**config.mk**
```make
export PLATFORM = sky130hd
export DESIGN_NAME = sgmii_rx_deser_align
export DESIGN_NICKNAME = d
export VERILOG_FILES = /design/src/rtl/sgmii_rx_deser_align.sv
export SDC_FILE = /design/constraint.sdc
export NUM_CORES = 1
export LEC_CHECK = 0
export CORE_MARGIN = 2
export CORE_UTILIZATION = 60
export DETAILED_ROUTE_END_ITERATION = 10
export DONT_BUFFER_PORTS = 1
export GPL_ROUTABILITY_DRIVEN = 0
export PLACE_DENSITY = 0.78
export SLEW_MARGIN = 30
export SYNTH_ARGS = -nofsm -noshare
export SYNTH_HDL_FRONTEND = slang
export SYNTH_SLANG_ARGS = --single-unit
export TNS_END_PERCENT = 50
```
**constraint.sdc**
```tcl
create_clock -name ser_sgmii_clk -period 2.8 [get_ports ser_sgmii_clk]
set_input_delay 0.7 -clock ser_sgmii_clk [delete_from_list [all_inputs] [get_ports ser_sgmii_clk]]
set_output_delay 0.7 -clock ser_sgmii_clk [all_outputs]
set_load 0.05 [all_outputs]
```
**src/rtl/sgmii_rx_deser_align.sv**
```systemverilog
// SGMII receive deserializer: shifts in one bit per clock, aligns on K28.x commas and runs LOS/ACQ/SYNC.
// Define SGMII_DES_STATS_EN to build the saturating realignment counter behind realign_count.
module sgmii_rx_deser_align #(
    parameter int ACQ_COMMAS    = 3,
    parameter int COMMA_TIMEOUT = 255,
    parameter int STATS_WIDTH   = 16
) (
    input  logic                   ser_sgmii_clk,
    input  logic                   reset,
    input  logic                   sgmii_rx_p,
    output logic [9:0]             code_group,
    output logic                   code_group_valid,
    output logic                   code_group_comma,
    output logic                   sync_ok,
    output logic [STATS_WIDTH-1:0] realign_count
);
    typedef enum logic [1:0] {
        ST_LOS  = 2'd0,
        ST_ACQ  = 2'd1,
        ST_SYNC = 2'd2
    } state_t;

    localparam logic [4:0]  ACQ_TGT = 5'(ACQ_COMMAS);
    localparam logic [16:0] TO_TGT  = 17'(COMMA_TIMEOUT);

    state_t      r_state;
    state_t      w_state_nxt;
    logic [9:0]  r_sr;
    logic [3:0]  r_phase;
    logic [3:0]  w_phase_nxt;
    logic [3:0]  r_acq_cnt;
    logic [3:0]  w_acq_cnt_nxt;
    logic [15:0] r_to_cnt;
    logic [15:0] w_to_cnt_nxt;
    logic [9:0]  r_code_group;
    logic        r_valid;
    logic        r_comma;
    logic        r_sync_ok;
    logic        w_comma;
    logic        w_boundary;
    logic        w_realign;
    logic        w_emit;
    logic [4:0]  w_acq_inc;
    logic [16:0] w_to_inc;

    assign w_comma    = (r_sr[9:3] == 7'b0011111) || (r_sr[9:3] == 7'b1100000);
    assign w_boundary = (r_phase == 4'd9);
    assign w_acq_inc  = {1'b0, r_acq_cnt} + 5'd1;
    assign w_to_inc   = {1'b0, r_to_cnt} + 17'd1;

    always_comb begin
        w_state_nxt   = r_state;
        w_phase_nxt   = w_boundary ? 4'd0 : r_phase + 4'd1;
        w_acq_cnt_nxt = r_acq_cnt;
        w_to_cnt_nxt  = r_to_cnt;
        w_realign     = 1'b0;
        w_emit        = 1'b0;
        case (r_state)
            ST_LOS: begin
                if (w_comma) begin
                    w_realign     = 1'b1;
                    w_emit        = 1'b1;
                    w_acq_cnt_nxt = 4'd1;
                    w_to_cnt_nxt  = 16'd0;
                    w_state_nxt   = (ACQ_TGT == 5'd1) ? ST_SYNC : ST_ACQ;
                end
            end
            default: begin
                if (w_comma && !w_boundary) begin
                    w_realign     = 1'b1;
                    w_emit        = 1'b1;
                    w_acq_cnt_nxt = 4'd1;
                    w_to_cnt_nxt  = 16'd0;
                    w_state_nxt   = ST_ACQ;
                end else if (w_boundary) begin
                    w_emit = 1'b1;
                    // An aligned comma on the timeout boundary keeps the link up.
                    if (w_comma) begin
                        w_to_cnt_nxt = 16'd0;
                        if (r_state == ST_ACQ) begin
                            w_acq_cnt_nxt = w_acq_inc[3:0];
                            if (w_acq_inc >= ACQ_TGT) begin
                                w_state_nxt = ST_SYNC;
                            end
                        end
                    end else if (w_to_inc >= TO_TGT) begin
                        w_state_nxt   = ST_LOS;
                        w_to_cnt_nxt  = 16'd0;
                        w_acq_cnt_nxt = 4'd0;
                    end else begin
                        w_to_cnt_nxt = w_to_inc[15:0];
                    end
                end
            end
        endcase
        if (w_realign) begin
            w_phase_nxt = 4'd0;
        end
    end

    always_ff @(posedge ser_sgmii_clk or negedge reset) begin
        if (!reset) begin
            r_state      <= ST_LOS;
            r_sr         <= 10'd0;
            r_phase      <= 4'd0;
            r_acq_cnt    <= 4'd0;
            r_to_cnt     <= 16'd0;
            r_code_group <= 10'd0;
            r_valid      <= 1'b0;
            r_comma      <= 1'b0;
            r_sync_ok    <= 1'b0;
        end else begin
            r_state   <= w_state_nxt;
            r_sr      <= {r_sr[8:0], sgmii_rx_p};
            r_phase   <= w_phase_nxt;
            r_acq_cnt <= w_acq_cnt_nxt;
            r_to_cnt  <= w_to_cnt_nxt;
            r_valid   <= w_emit;
            r_comma   <= w_emit && w_comma;
            r_sync_ok <= (w_state_nxt == ST_SYNC);
            if (w_emit) begin
                r_code_group <= r_sr;
            end
        end
    end

    assign code_group       = r_code_group;
    assign code_group_valid = r_valid;
    assign code_group_comma = r_comma;
    assign sync_ok          = r_sync_ok;

`ifdef SGMII_DES_STATS_EN
    logic [STATS_WIDTH-1:0] r_realign_cnt;
    logic                   w_cnt_inc;

    // Realignments out of LOS are initial acquisitions, not slips.
    assign w_cnt_inc = w_realign && (r_state != ST_LOS);

    always_ff @(posedge ser_sgmii_clk or negedge reset) begin
        if (!reset) begin
            r_realign_cnt <= '0;
        end else if (w_cnt_inc && (r_realign_cnt != '1)) begin
            r_realign_cnt <= r_realign_cnt + {{(STATS_WIDTH-1){1'b0}}, 1'b1};
        end
    end

    assign realign_count = r_realign_cnt;
`else
    assign realign_count = '0;
`endif

endmodule

```
# Yosys cells after proc, flatten, opt, wreduce, memory -nomap -nowiden
# Cells that the tools add are included.
op_classes:
  add_sub_neg: 3
  order_cmp: 2
  eq_ne: 8
  mux: 29
  reduce_logical: 8
op_table:
  columns: ["operator", "count"]
  rows:
  - ["16-bit two-way mux", 6]
  - ["4-bit two-way mux", 9]
  - ["16-bit by 1-bit adder with 17-bit output (second input constant)", 1]
  - ["17-bit by 8-bit >= comparator with 1-bit output (second input constant)", 1]
  - ["2-bit two-way mux", 8]
  - ["7-bit by 5-bit == test with 1-bit output (second input constant)", 1]
  - ["7-bit == test (second input constant)", 1]
  - ["1-bit two-way mux", 6]
  - ["4-bit by 1-bit adder with 5-bit output (second input constant)", 1]
  - ["5-bit by 2-bit >= comparator with 1-bit output (second input constant)", 1]
  - ["4-bit by 1-bit adder with 4-bit output (second input constant)", 1]
  - ["4-bit == test (second input constant)", 1]
  - ["4-bit by 1-bit != test with 1-bit output (second input constant)", 1]
  - ["4-bit by 2-bit != test with 1-bit output (second input constant)", 1]
  - ["4-bit AND reduction", 1]
  - ["3-bit nonzero test", 1]
  - ["2-bit by 1-bit == test with 1-bit output (second input constant)", 1]
  - ["2-bit == test (second input constant)", 1]
  - ["1-bit logical AND", 2]
  - ["2-bit logical NOT", 1]
  - ["2-bit != test (second input constant)", 1]
  - ["2-bit AND reduction", 1]
  - ["1-bit logical NOT", 1]
  - ["1-bit logical OR", 1]
word_totals:
  ff_bits: 49
  in_bits: 3
  output_inout_bits: 29

# Depth between registers and ports, before layout
# Gate-level depths: netlist (run 1).
depth:
  depth_word: 9
  mapped_depth: 9
  ltp_nobuf: 8

# Worst setup path after synthesis (run 1)
# Ideal clock, no wire load.
synth_timing:
  path_kind: "register to register"
  startpoint: "register r_to_cnt[0]"
  endpoint: "register r_to_cnt[7]"
  setup_time_ns: 0.082
  arrival_ns: 1.950
  required_ns: 2.718
  slack_ns: 0.767
  path_stages_with_launch: 9
  n_path_buf: 1
  path_cell_list: "dfrtp_1 -> ha_1 -> nand3_2 -> nor3_2 -> or4_4 -> a32oi_4 -> buf_6 -> nand4_1 -> a31oi_1"
synth_via:
  elab_chain_cells: 7
synth_lines:
  columns: ["item", "line_no", "source"]
  rows:
  - ["from (decl)", "33", "logic [15:0] r_to_cnt;"]
  - ["from (signal assigned)", "117", "r_to_cnt <= w_to_cnt_nxt;"]
  - ["16-bit by 1-bit adder with 17-bit output (*)", "49", "assign w_to_inc = {1'b0, r_to_cnt} + 17'd1;"]
  - ["17-bit by 8-bit >= comparator with 1-bit output", "86", "end else if (w_to_inc >= TO_TGT) begin"]
  - ["16-bit two-way mux (*)", "86", null]
  - ["16-bit two-way mux (*)", "78", "if (w_comma) begin"]
  - ["16-bit two-way mux (*)", "75", "end else if (w_boundary) begin"]
  - ["16-bit two-way mux (*)", "69", "if (w_comma && !w_boundary) begin"]
  - ["16-bit two-way mux (*)", "58", "case (r_state)"]
# Every way passes the cells marked *; elsewhere a longest branch is shown, timed or not. The select of a mux whose other input is x is not followed.
# A chain may end at the register's enable or synchronous reset.

# Final worst setup path (run 1)
layout_timing:
  startpoint: "register r_to_cnt[0]"
  endpoint: "register r_sync_ok, in the netlist sync_ok"
layout_via:
  elab_chain_cells: 8
layout_lines:
  columns: ["item", "line_no", "source"]
  rows:
  - ["16-bit by 1-bit adder with 17-bit output", "49", null]
  - ["17-bit by 8-bit >= comparator with 1-bit output", "86", null]
  - ["2-bit two-way mux", "86", null]
  - ["2-bit two-way mux", "78", null]
  - ["2-bit two-way mux", "75", null]
  - ["2-bit two-way mux", "69", null]
  - ["2-bit two-way mux", "58", null]
  - ["2-bit == test", "120", "r_sync_ok <= (w_state_nxt == ST_SYNC);"]
  - ["to (signal assigned)", "120", null]
  - ["to (decl)", "38", "logic r_sync_ok;"]
# No other way between the ends.

==> flow_metrics.py, run 1 <==
metrics = {
    "yosys": {
        "synth.avg_cell_area_um2": 10.37,
        "synthArstFlopShare": 1.000,
        "ys.flop_type": "dfrtp_1",
        "yosys_warnings": 0,
        "synth_area_um2": 2571,
        "postSynthCellCount": 248,
        "synth_edf_count": 0,
        "synth_top_area_share": 0.4769,
        "yosysTopAreaCell": "dfrtp_1",
        "synth.distinct_cells": 61,
        "synth_top_cells_by_area": "dfrtp_1 48%, buf_4 4.7%, mux2_2 4.4%",
        "ys_seq_area_frac": 0.4769,
        "ys_ff_latch": 49,
    },
    "grt": {
        "grt_pass1_wl_um": 7734,
        "grt_pass1_vias": 1717,
        "track_usage": 0.1966,
        "antenna_found_initial": 0,
        "grt_max_degree": 50,
        "grt_overflow": 0,
    },
    "clock_tree": {
        "cts_resized": 0,
        "cts_setup_buffers": 0,
        "clk-insertion-delay-late_ns": 0.30,
        "htree_num_levels": 2,
        "cts-buffers-inserted": 5,
        "cts_tree": "done",
        "clkTransAtPathRegs_ns": 0.10,
        "cts.sinks": 49,
        "cts.path.max_buffers": 2,
        "root_buffer": "clkbuf_8",
        "postCtsHoldBufs": 0,
    },
    "floorplanning": {
        "io_pins": 32,
        "die-area_um2": 4825,
        "start_util": 0.6337,
        "die_h_um": 69.46,
        "coreArea_um2": 4058,
        "die_w_um": 69.46,
        "rows": 23,
    },
    "sta": {
        "relSlewSlack": 0.6603,
        "layout_min_cycle_time_ns": 2.445,
        "worst_pin_slew_ns": 0.5049,
        "finalCritPeriodShare": 0.8732,
        "rsz0062_at_grt": "no",
        "setup_slack_ns": 0.3550,
        "final.setup_skew_ns": 0.009827,
        "drv_slew": 0,
        "hold_viol_final": 0,
        "max_freq_mhz": 409.0,
        "fin_tns_setup_ns": 0,
        "setup_viol": 0,
    },
    "place": {
        "pre_cts_ws_ns": 0.4305,
        "port_buffers": 0,
        "dpl.hpwl_um": 2990,
    },
    "routing": {
        "route.detailed.drc": 0,
        "drtIter0Drc": 147,
        "vias_per_cell": 5.888,
        "ant_nets": 0,
        "avgRoutedWirePerCell_um": 14.81,
        "wl_um": 4353,
        "vias": 1731,
        "firstDrtPassIters": 4,
    },
    "setup_path": {
        "path_class": "flop to flop",
        "path_max_fanout": 16,
        "crit_path_start": "r_to_cnt[0]$_DFFE_PN0P_",
        "arrival_ns": 2.64,
        "r2r-start": "r_to_cnt[0]$_DFFE_PN0P_",
        "start_kind": "flop",
        "cp-end-kind": "flop",
        "crit_required_ns": 3.00,
    },
    "final_layout": {
        "n_fill_cell": 309,
        "final_cell_mix": "49 x dfrtp_1, 21 x nand2_1, 16 x conb_1",
        "final_common_cell": "dfrtp_1",
        "layout-drive-gt1-share": 0.1393,
        "diodes": 0,
        "syn_to_final_growth_pct": 1.314,
        "layout.nets": 250,
    },
    "min_path": {
        "hold_class": "input pin to async pin",
    },
    "run": {
        "cap_violations": 0,
    },
    "pwr": {
        "peakVddDrop_v": 0.0004518,
        "pwr_density_cell_nw_per_um2": 849.3,
        "p_leak_nw": 1.178,
    },
    "outcome": {
        "outcome": "finished, final reports clean",
    },
}
-- metrics by stage --
step	util	power, mW	hold WS [ns]	instance area, um2	std cells
after floorplan	-	1.670	0.3501	2628	263
after global placement	0.6142	1.699	0.3580	2492	286
after detailed placement	0.6142	1.726	0.3615	2492	286
after CTS	0.6420	2.231	0.07055	2605	294
after global routing	0.6420	2.349	0.05857	2605	294
final	0.6420	2.212	0.07822	2605	294
-- power by group --
part / leakage (nW) / total (mW) / internal [mW] / switching (mW)
clock: 0.0585 / 0.508 / 0.268 / 0.240
combinational: 0.511 / 0.442 / 0.202 / 0.241
sequential: 0.609 / 1.26 / 0.845 / 0.416
-- cell families (layout without fill, tap and decap cells) --
kind of cell               count (synthesis)  in the layout  synth area share
and+or+nand+nor                           96             96            0.2078
DFF                                       49             49            0.4769
AOI/OAI and AO/OA                         46             46            0.1372
buffers and inverters                     37             18           0.09586
muxes                                     11             11           0.04769
adders and majority gates                  4              4           0.01947
xor gates and xnor gates                   4              4           0.01363
other                                      1             16          0.001458
-- final timing paths --
kind	slack, ns	depth (start not counted)	to
min in group ser_sgmii_clk	0.38	0	r_sr[1]$_DFF_PN0_
setup reg to reg	0.36	7	sync_ok$_DFF_PN0_
setup / recovery	0.36	7	sync_ok$_DFF_PN0_
hold / removal	0.08	0	r_to_cnt[14]$_DFFE_PN0P_
max in group asynchronous	2.63	0	r_sr[4]$_DFF_PN0_
hold reg to reg	0.38	0	r_sr[1]$_DFF_PN0_
-- area by class of cell --
type / count / area (um2) / share of cell area
flip-flops and latches: 49 / 1226 / 0.4707
multi-input cells: 177 / 1155 / 0.4433
clock buffers: 5 / 68.82 / 0.02642
well taps: 50 / 62.56 / 0.02402
clock inverters: 3 / 43.79 / 0.01681
inverters: 7 / 26.28 / 0.01009
repair buffers: 3 / 22.52 / 0.008646
-- worst max-delay path, cell delays in order (launching register included) --
cell	delay, ns
dfrtp_1	0.46
ha_1	0.29
nand3_2	0.16
nor3_2	0.06
or4_4	0.43
a32oi_4	0.44
a211oi_2	0.16
o32ai_1	0.33
-- synth_stat cells, drive strengths merged (2+ instances only) --
cell,count
inv,7
nand4b,2
and3,9
buf,23
ha,4
nand3,13
mux2,10
a22oi,2
nor2b,3
nor2,13
a32oi,3
nor4,3
a21oi,8
dfrtp,49
clkbuf,7
a31oi,7
or3,2
o21ai,9
xnor2,3
nand2,22
nand2b,2
o22ai,2
nor3,12
nand4,6
o211ai,2
-- registers in the layout, summed over array words and instances, names as in the netlist --
name	cells
code_group	10
code_group_comma	1
code_group_valid	1
r_acq_cnt	4
r_phase	4
r_sr	10
r_state	2
r_to_cnt	16
sync_ok	1
-- metal layers --
layer / up-vias / wire length (um) / track usage
li1: 855 / - / -
met1: 839 / 2107 / 0.2655
met2: 31 / 2042 / 0.3184
met3: 6 / 135 / 0.04070
met4: 0 / 67 / 0.06536
met5: - / 0 / 0
(Power assumes the default switching activity.)
==> inputs of run 2 (changes only) <==
--- a/config.mk
+++ b/config.mk
@@ -5,12 +5,12 @@
 export SDC_FILE = /design/constraint.sdc
 export NUM_CORES = 1
 export LEC_CHECK = 0
+export BUFFER_PORTS_ARGS = -buffer_cell sky130_fd_sc_hd__buf_4
 export CORE_MARGIN = 2
-export CORE_UTILIZATION = 60
+export CORE_UTILIZATION = 57
 export DETAILED_ROUTE_END_ITERATION = 10
-export DONT_BUFFER_PORTS = 1
 export GPL_ROUTABILITY_DRIVEN = 0
-export PLACE_DENSITY = 0.78
+export PLACE_DENSITY = 0.81
 export SLEW_MARGIN = 30
 export SYNTH_ARGS = -nofsm -noshare
 export SYNTH_HDL_FRONTEND = slang
==> run 2 against run 1 <==
- critical path depth stayed put
- core utilization is 2.3 points lower
- clock skew is 0.0011 ns lower
- clock-buffer cell count is 1 higher
- via count is 7.8% higher
- largest power group unchanged
- first-iteration DRC count is 4.1% higher
- register-to-register slack better by 0.03 ns
==> flow_metrics.py, run 2 (synthesized netlist as in run 1, its figures left out) <==
metrics = {
    "final_layout": {
        "regMostFlops": "r_to_cnt",
        "largest_reg_flops": 16,
        "final_util": 0.6187,
        "final_cell_mix": "49 x dfrtp_1, 21 x nand2_1, 18 x buf_4",
        "final_common_cell": "dfrtp_1",
        "syn_to_final_growth_pct": 4.769,
        "layout-drive-gt1-share": 0.1853,
        "diodes": 0,
        "final_cells": 311,
        "layout.nets": 265,
        "stdcell_area_um2": 2694,
    },
    "place": {
        "dp.cells": 303,
        "dpl.hpwl_um": 3091,
        "placed_area_um2": 2608,
        "port_buffers": 15,
    },
    "routing": {
        "drtIter0Drc": 153,
        "firstDrtPassIters": 4,
        "wl_um": 4682,
        "vias_per_cell": 6.000,
        "ant_nets": 0,
        "avgRoutedWirePerCell_um": 15.05,
        "route.detailed.drc": 0,
        "vias": 1866,
    },
    "pwr": {
        "pwr_density_cell_nw_per_um2": 843.1,
        "peakVddDrop_v": 0.0004273,
        "p_leak_nw": 1.240,
    },
    "floorplanning": {
        "rows": 24,
        "die_w_um": 71.17,
        "io_pins": 32,
        "coreArea_um2": 4354,
        "start_util": 0.5905,
        "die-area_um2": 5064,
        "die_h_um": 71.17,
    },
    "setup_path": {
        "critPathTopFamily": "compound AO/OA/AOI/OAI gates",
        "path_max_fanout": 16,
        "arrival_ns": 2.63,
        "crit_chain": "ha_1, nand3_2, nor3_2, or4_4, a32oi_4, a21oi_1, o21ai_0",
        "path_class": "flop to flop",
        "cp-end-kind": "flop",
        "max_stage_delay_ns": 0.47,
        "crit_required_ns": 3.02,
        "cp_num_buf_inv": 0,
        "crit_slowest_cell": "dfrtp_1",
        "start_kind": "flop",
    },
    "clock_tree": {
        "clk-insertion-delay-late_ns": 0.31,
        "cts_resized": 0,
        "htree_num_levels": 2,
        "cts.path.max_buffers": 2,
        "cts.sinks": 49,
        "clkTransAtPathRegs_ns": 0.09,
        "cts-buffers-inserted": 5,
        "cts_tree": "done",
        "root_buffer": "clkbuf_8",
        "postCtsHoldBufs": 0,
        "cts_setup_buffers": 0,
    },
    "sta": {
        "hold_viol_final": 0,
        "drv_slew": 0,
        "final.setup_skew_ns": 0.008765,
        "fin_tns_setup_ns": 0,
        "relSlewSlack": 0.5997,
        "worst_pin_slew_ns": 0.6004,
        "max_freq_mhz": 414.0,
        "hold_slack_ns": 0.3878,
        "finalCritPeriodShare": 0.8627,
        "setup_viol": 0,
        "layout_min_cycle_time_ns": 2.416,
        "rsz0062_at_grt": "no",
    },
    "min_path": {
        "hold_class": "flop to flop",
    },
    "grt": {
        "grt_overflow": 0,
        "grt_pass1_vias": 1700,
        "grt_max_degree": 50,
        "track_usage": 0.1970,
        "grt_pass1_wl_um": 7948,
        "antenna_found_initial": 0,
    },
    "outcome": {
        "outcome": "finished, final reports clean",
    },
    "run": {
        "cap_violations": 0,
    },
}
[run 2: changes by cell type in the layout (fill, tap and decap cells not counted)]
cell / delta
buf_4: +15
bufinv_16: -1
clkbuf_1: +1
[run 2: final cells by class]
cell class	instances	area, um2
Inverter	7	26.28
Clock inverter	2	13.76
Multi-Input combinational cell	177	1155
Timing Repair Buffer	18	135.1
Clock buffer	6	72.57
Tap cell	52	65.06
Sequential cell	49	1226
Fill cell	367	1660
[run 2: worst paths after layout]
kind                                              start                  endpoint  slack (ns)  depth (start not counted)
worst max-delay path            r_to_cnt[0]$_DFFE_PN0P_  r_acq_cnt[1]$_DFFE_PN0P_        0.38                          7
worst min-delay path                  r_sr[0]$_DFF_PN0_         r_sr[1]$_DFF_PN0_        0.39                          0
worst max register to register  r_to_cnt[0]$_DFFE_PN0P_  r_acq_cnt[1]$_DFFE_PN0P_        0.38                          7
worst min register to register        r_sr[0]$_DFF_PN0_         r_sr[1]$_DFF_PN0_        0.39                          0
max in group asynchronous                         reset         r_sr[3]$_DFF_PN0_        1.99                          1
min in group asynchronous                         reset         sync_ok$_DFF_PN0_        0.40                          1
[run 2: stage by stage]
step / power [mW] / setup slack [ns]
2_1_floorplan: 1.670 / 0.7675
3_3_place_gp: 1.827 / 0.5253
6_report: 2.271 / 0.3844
3_5_place_dp: 1.870 / 0.4221
4_1_cts: 2.288 / 0.3969
5_1_grt: 2.403 / 0.2245
[run 2: metal layers]
layer | global-route usage | vias to the layer above | share of wire | routed length (um)
met3 | 0.04416 | 12 | 0.036 | 169
met4 | 0.07757 | 0 | 0.019 | 87
met2 | 0.3169 | 52 | 0.49 | 2302
met5 | 0 | - | 0 | 0
met1 | 0.2601 | 912 | 0.45 | 2122
li1 | - | 890 | - | -
[run 2: report_power, final]
| part | total [mW] | internal, mW | leakage, nW | switching, mW |
|---|---|---|---|---|
| clock network | 0.418 | 0.178 | 0.0456 | 0.240 |
| registers | 0.995 | 0.850 | 0.609 | 0.145 |
| logic | 0.858 | 0.298 | 0.586 | 0.560 |
[run 2: worst reg2reg max path, stage by stage (launching register included)]
cell     delay, ns
dfrtp_1       0.47
ha_1          0.28
nand3_2       0.16
nor3_2        0.06
or4_4         0.43
a32oi_4       0.46
a21oi_1       0.25
o21ai_0       0.23
==> inputs of run 3 (changes only) <==
--- a/config.mk
+++ b/config.mk
@@ -7,10 +7,10 @@
 export LEC_CHECK = 0
 export BUFFER_PORTS_ARGS = -buffer_cell sky130_fd_sc_hd__buf_4
 export CORE_MARGIN = 2
-export CORE_UTILIZATION = 57
+export CORE_UTILIZATION = 45
 export DETAILED_ROUTE_END_ITERATION = 10
 export GPL_ROUTABILITY_DRIVEN = 0
-export PLACE_DENSITY = 0.81
+export PLACE_DENSITY = 0.61
 export SLEW_MARGIN = 30
 export SYNTH_ARGS = -nofsm -noshare
 export SYNTH_HDL_FRONTEND = slang
==> constraint.sdc (replaced) <==
create_clock -name ser_sgmii_clk -period 3 [get_ports ser_sgmii_clk]
set_input_delay 0.75 -clock ser_sgmii_clk [delete_from_list [all_inputs] [get_ports ser_sgmii_clk]]
set_output_delay 0.75 -clock ser_sgmii_clk [all_outputs]
set_load 0.05 [all_outputs]
==> run 3 against run 2 <==
- first-iteration DRC count decreased by 29%
- wire length decreased by 5.5%
- final area increased by 0.93%
- non-clock buffer count decreased by 1
- sequential cell count unchanged
- global-route usage decreased by 3.8 points
- largest power group unchanged
==> flow_metrics.py, run 3 (synthesized netlist as in run 1, its figures left out) <==
metrics = {
    "outcome": {
        "outcome": "finished, final reports clean",
    },
    "routing": {
        "ant_nets": 0,
        "vias": 1816,
        "firstDrtPassIters": 4,
        "wirelength_met1_um": 2117,
        "wl_um": 4425,
        "avgRoutedWirePerCell_um": 13.41,
        "wl_met3_um": 219,
        "top_layer": "met4",
        "wl_met2_um": 2036,
        "route.detailed.drc": 0,
        "drtIter0Drc": 109,
        "vias_per_cell": 5.503,
    },
    "setup_path": {
        "cp-end-kind": "flop",
        "max_stage_delay_ns": 0.46,
        "path_max_fanout": 16,
        "arrival_ns": 2.60,
        "crit_slowest_cell": "dfrtp_1",
        "crit_required_ns": 3.21,
        "start_kind": "flop",
        "path_class": "flop to flop",
        "crit_chain": "ha_1, nand3_2, nor3_2, or4_4, a32oi_4, a211oi_2, o32ai_1",
    },
    "grt": {
        "grt_overflow": 0,
        "grt_pass1_vias": 1682,
        "track_usage": 0.1589,
        "antenna_found_initial": 0,
        "grt_max_degree": 50,
        "grt_pass1_wl_um": 7997,
    },
    "clock_tree": {
        "cts_setup_buffers": 0,
        "cts_tree": "done",
        "clk-insertion-delay-late_ns": 0.30,
        "cts.path.max_buffers": 2,
        "cts-buffers-inserted": 5,
        "cts_resized": 0,
        "htree_num_levels": 2,
        "root_buffer": "clkbuf_8",
        "postCtsHoldBufs": 0,
        "cts.sinks": 49,
        "clkTransAtPathRegs_ns": 0.09,
    },
    "run": {
        "cap_violations": 0,
    },
    "sta": {
        "hold_viol_final": 0,
        "setup_viol": 0,
        "worst_pin_slew_ns": 0.7629,
        "fin_tns_setup_ns": 0,
        "hold_slack_ns": 0.3858,
        "relSlewSlack": 0.4914,
        "rsz0062_at_grt": "no",
        "max_freq_mhz": 417.3,
        "finalCritPeriodShare": 0.7989,
        "final.setup_skew_ns": 0.006233,
        "layout_min_cycle_time_ns": 2.397,
        "drv_slew": 0,
    },
    "final_layout": {
        "layout-drive-gt1-share": 0.1860,
        "final_util": 0.4938,
        "final_cell_mix": "49 x dfrtp_1, 21 x nand2_1, 17 x buf_4",
        "regMostFlops": "r_to_cnt",
        "final_common_cell": "dfrtp_1",
        "largest_reg_flops": 16,
        "syn_to_final_growth_pct": 5.742,
        "diodes": 0,
        "layout.nets": 264,
    },
    "pwr": {
        "fin_total_pwr_mw": 2.112,
        "p_leak_nw": 1.235,
        "peakVddDrop_v": 0.0004498,
        "pwr_density_cell_nw_per_um2": 776.7,
    },
    "floorplanning": {
        "die-area_um2": 6335,
        "rows": 27,
        "start_util": 0.4669,
        "coreArea_um2": 5507,
        "io_pins": 32,
        "die_h_um": 79.59,
        "die_w_um": 79.59,
    },
    "place": {
        "port_buffers": 15,
        "dpl.hpwl_um": 2895,
    },
    "min_path": {
        "hold_class": "flop to flop",
    },
}
-- run 3: changes by cell type in the layout (fill, tap and decap cells not counted), sizes merged --
cell      delta
clkbuf       -1
inv          +1
clkinv       -1
clkinvlp     +1
buf          -1
-- run 3: worst paths after layout --
| kind | from | endpoint | slack (ns) | depth (start not counted) |
|---|---|---|---|---|
| worst max-delay path | r_to_cnt[0]$_DFFE_PN0P_ | sync_ok$_DFF_PN0_ | 0.60 | 7 |
| worst min-delay path | r_sr[0]$_DFF_PN0_ | r_sr[1]$_DFF_PN0_ | 0.39 | 0 |
| worst max register to register | r_to_cnt[0]$_DFFE_PN0P_ | sync_ok$_DFF_PN0_ | 0.60 | 7 |
| worst min register to register | r_sr[0]$_DFF_PN0_ | r_sr[1]$_DFF_PN0_ | 0.39 | 0 |
| max in group asynchronous | reset | r_phase[1]$_DFF_PN0_ | 2.14 | 1 |
| min in group asynchronous | reset | r_to_cnt[4]$_DFFE_PN0P_ | 0.44 | 1 |
-- run 3: area by class of cell --
class	instances	area (um2)
Clock buffer	5	68.82
Timing Repair Buffer	17	127.6
Inverter	7	26.28
Sequential cell	49	1226
Clock inverter	3	25.02
Multi-Input combinational cell	177	1155
Tap cell	72	90.09
Fill cell	513	2788
-- run 3: worst max-delay path: cells and delay by family, from the launching register on --
kind | cells | cell delay (ns)
AOI/OAI and AO/OA | 3 | 0.90
and+or+nand+nor | 3 | 0.66
DFF | 1 | 0.46
adders and majority gates | 1 | 0.29
-- run 3: power breakdown --
part	switching [mW]	internal [mW]
registers	0.130	0.793
logic	0.508	0.277
clock network	0.234	0.170
total	0.872	1.24
-- run 3: metrics by stage --
step,cell area (um2),instances,worst slack [ns]
floorplan,2628,263,0.9675
global placement,2625,322,0.6771
detailed placement,2625,322,0.5981
CTS,2719,330,0.6080
global route,2719,330,0.3893
finish,2719,330,0.6034
-- run 3: layer usage --
layer / track usage / up-vias
met4: 0.06379 / 0
met2: 0.2395 / 53
met5: 0 / -
met1: 0.2224 / 876
li1: - / 883
met3: 0.03507 / 4
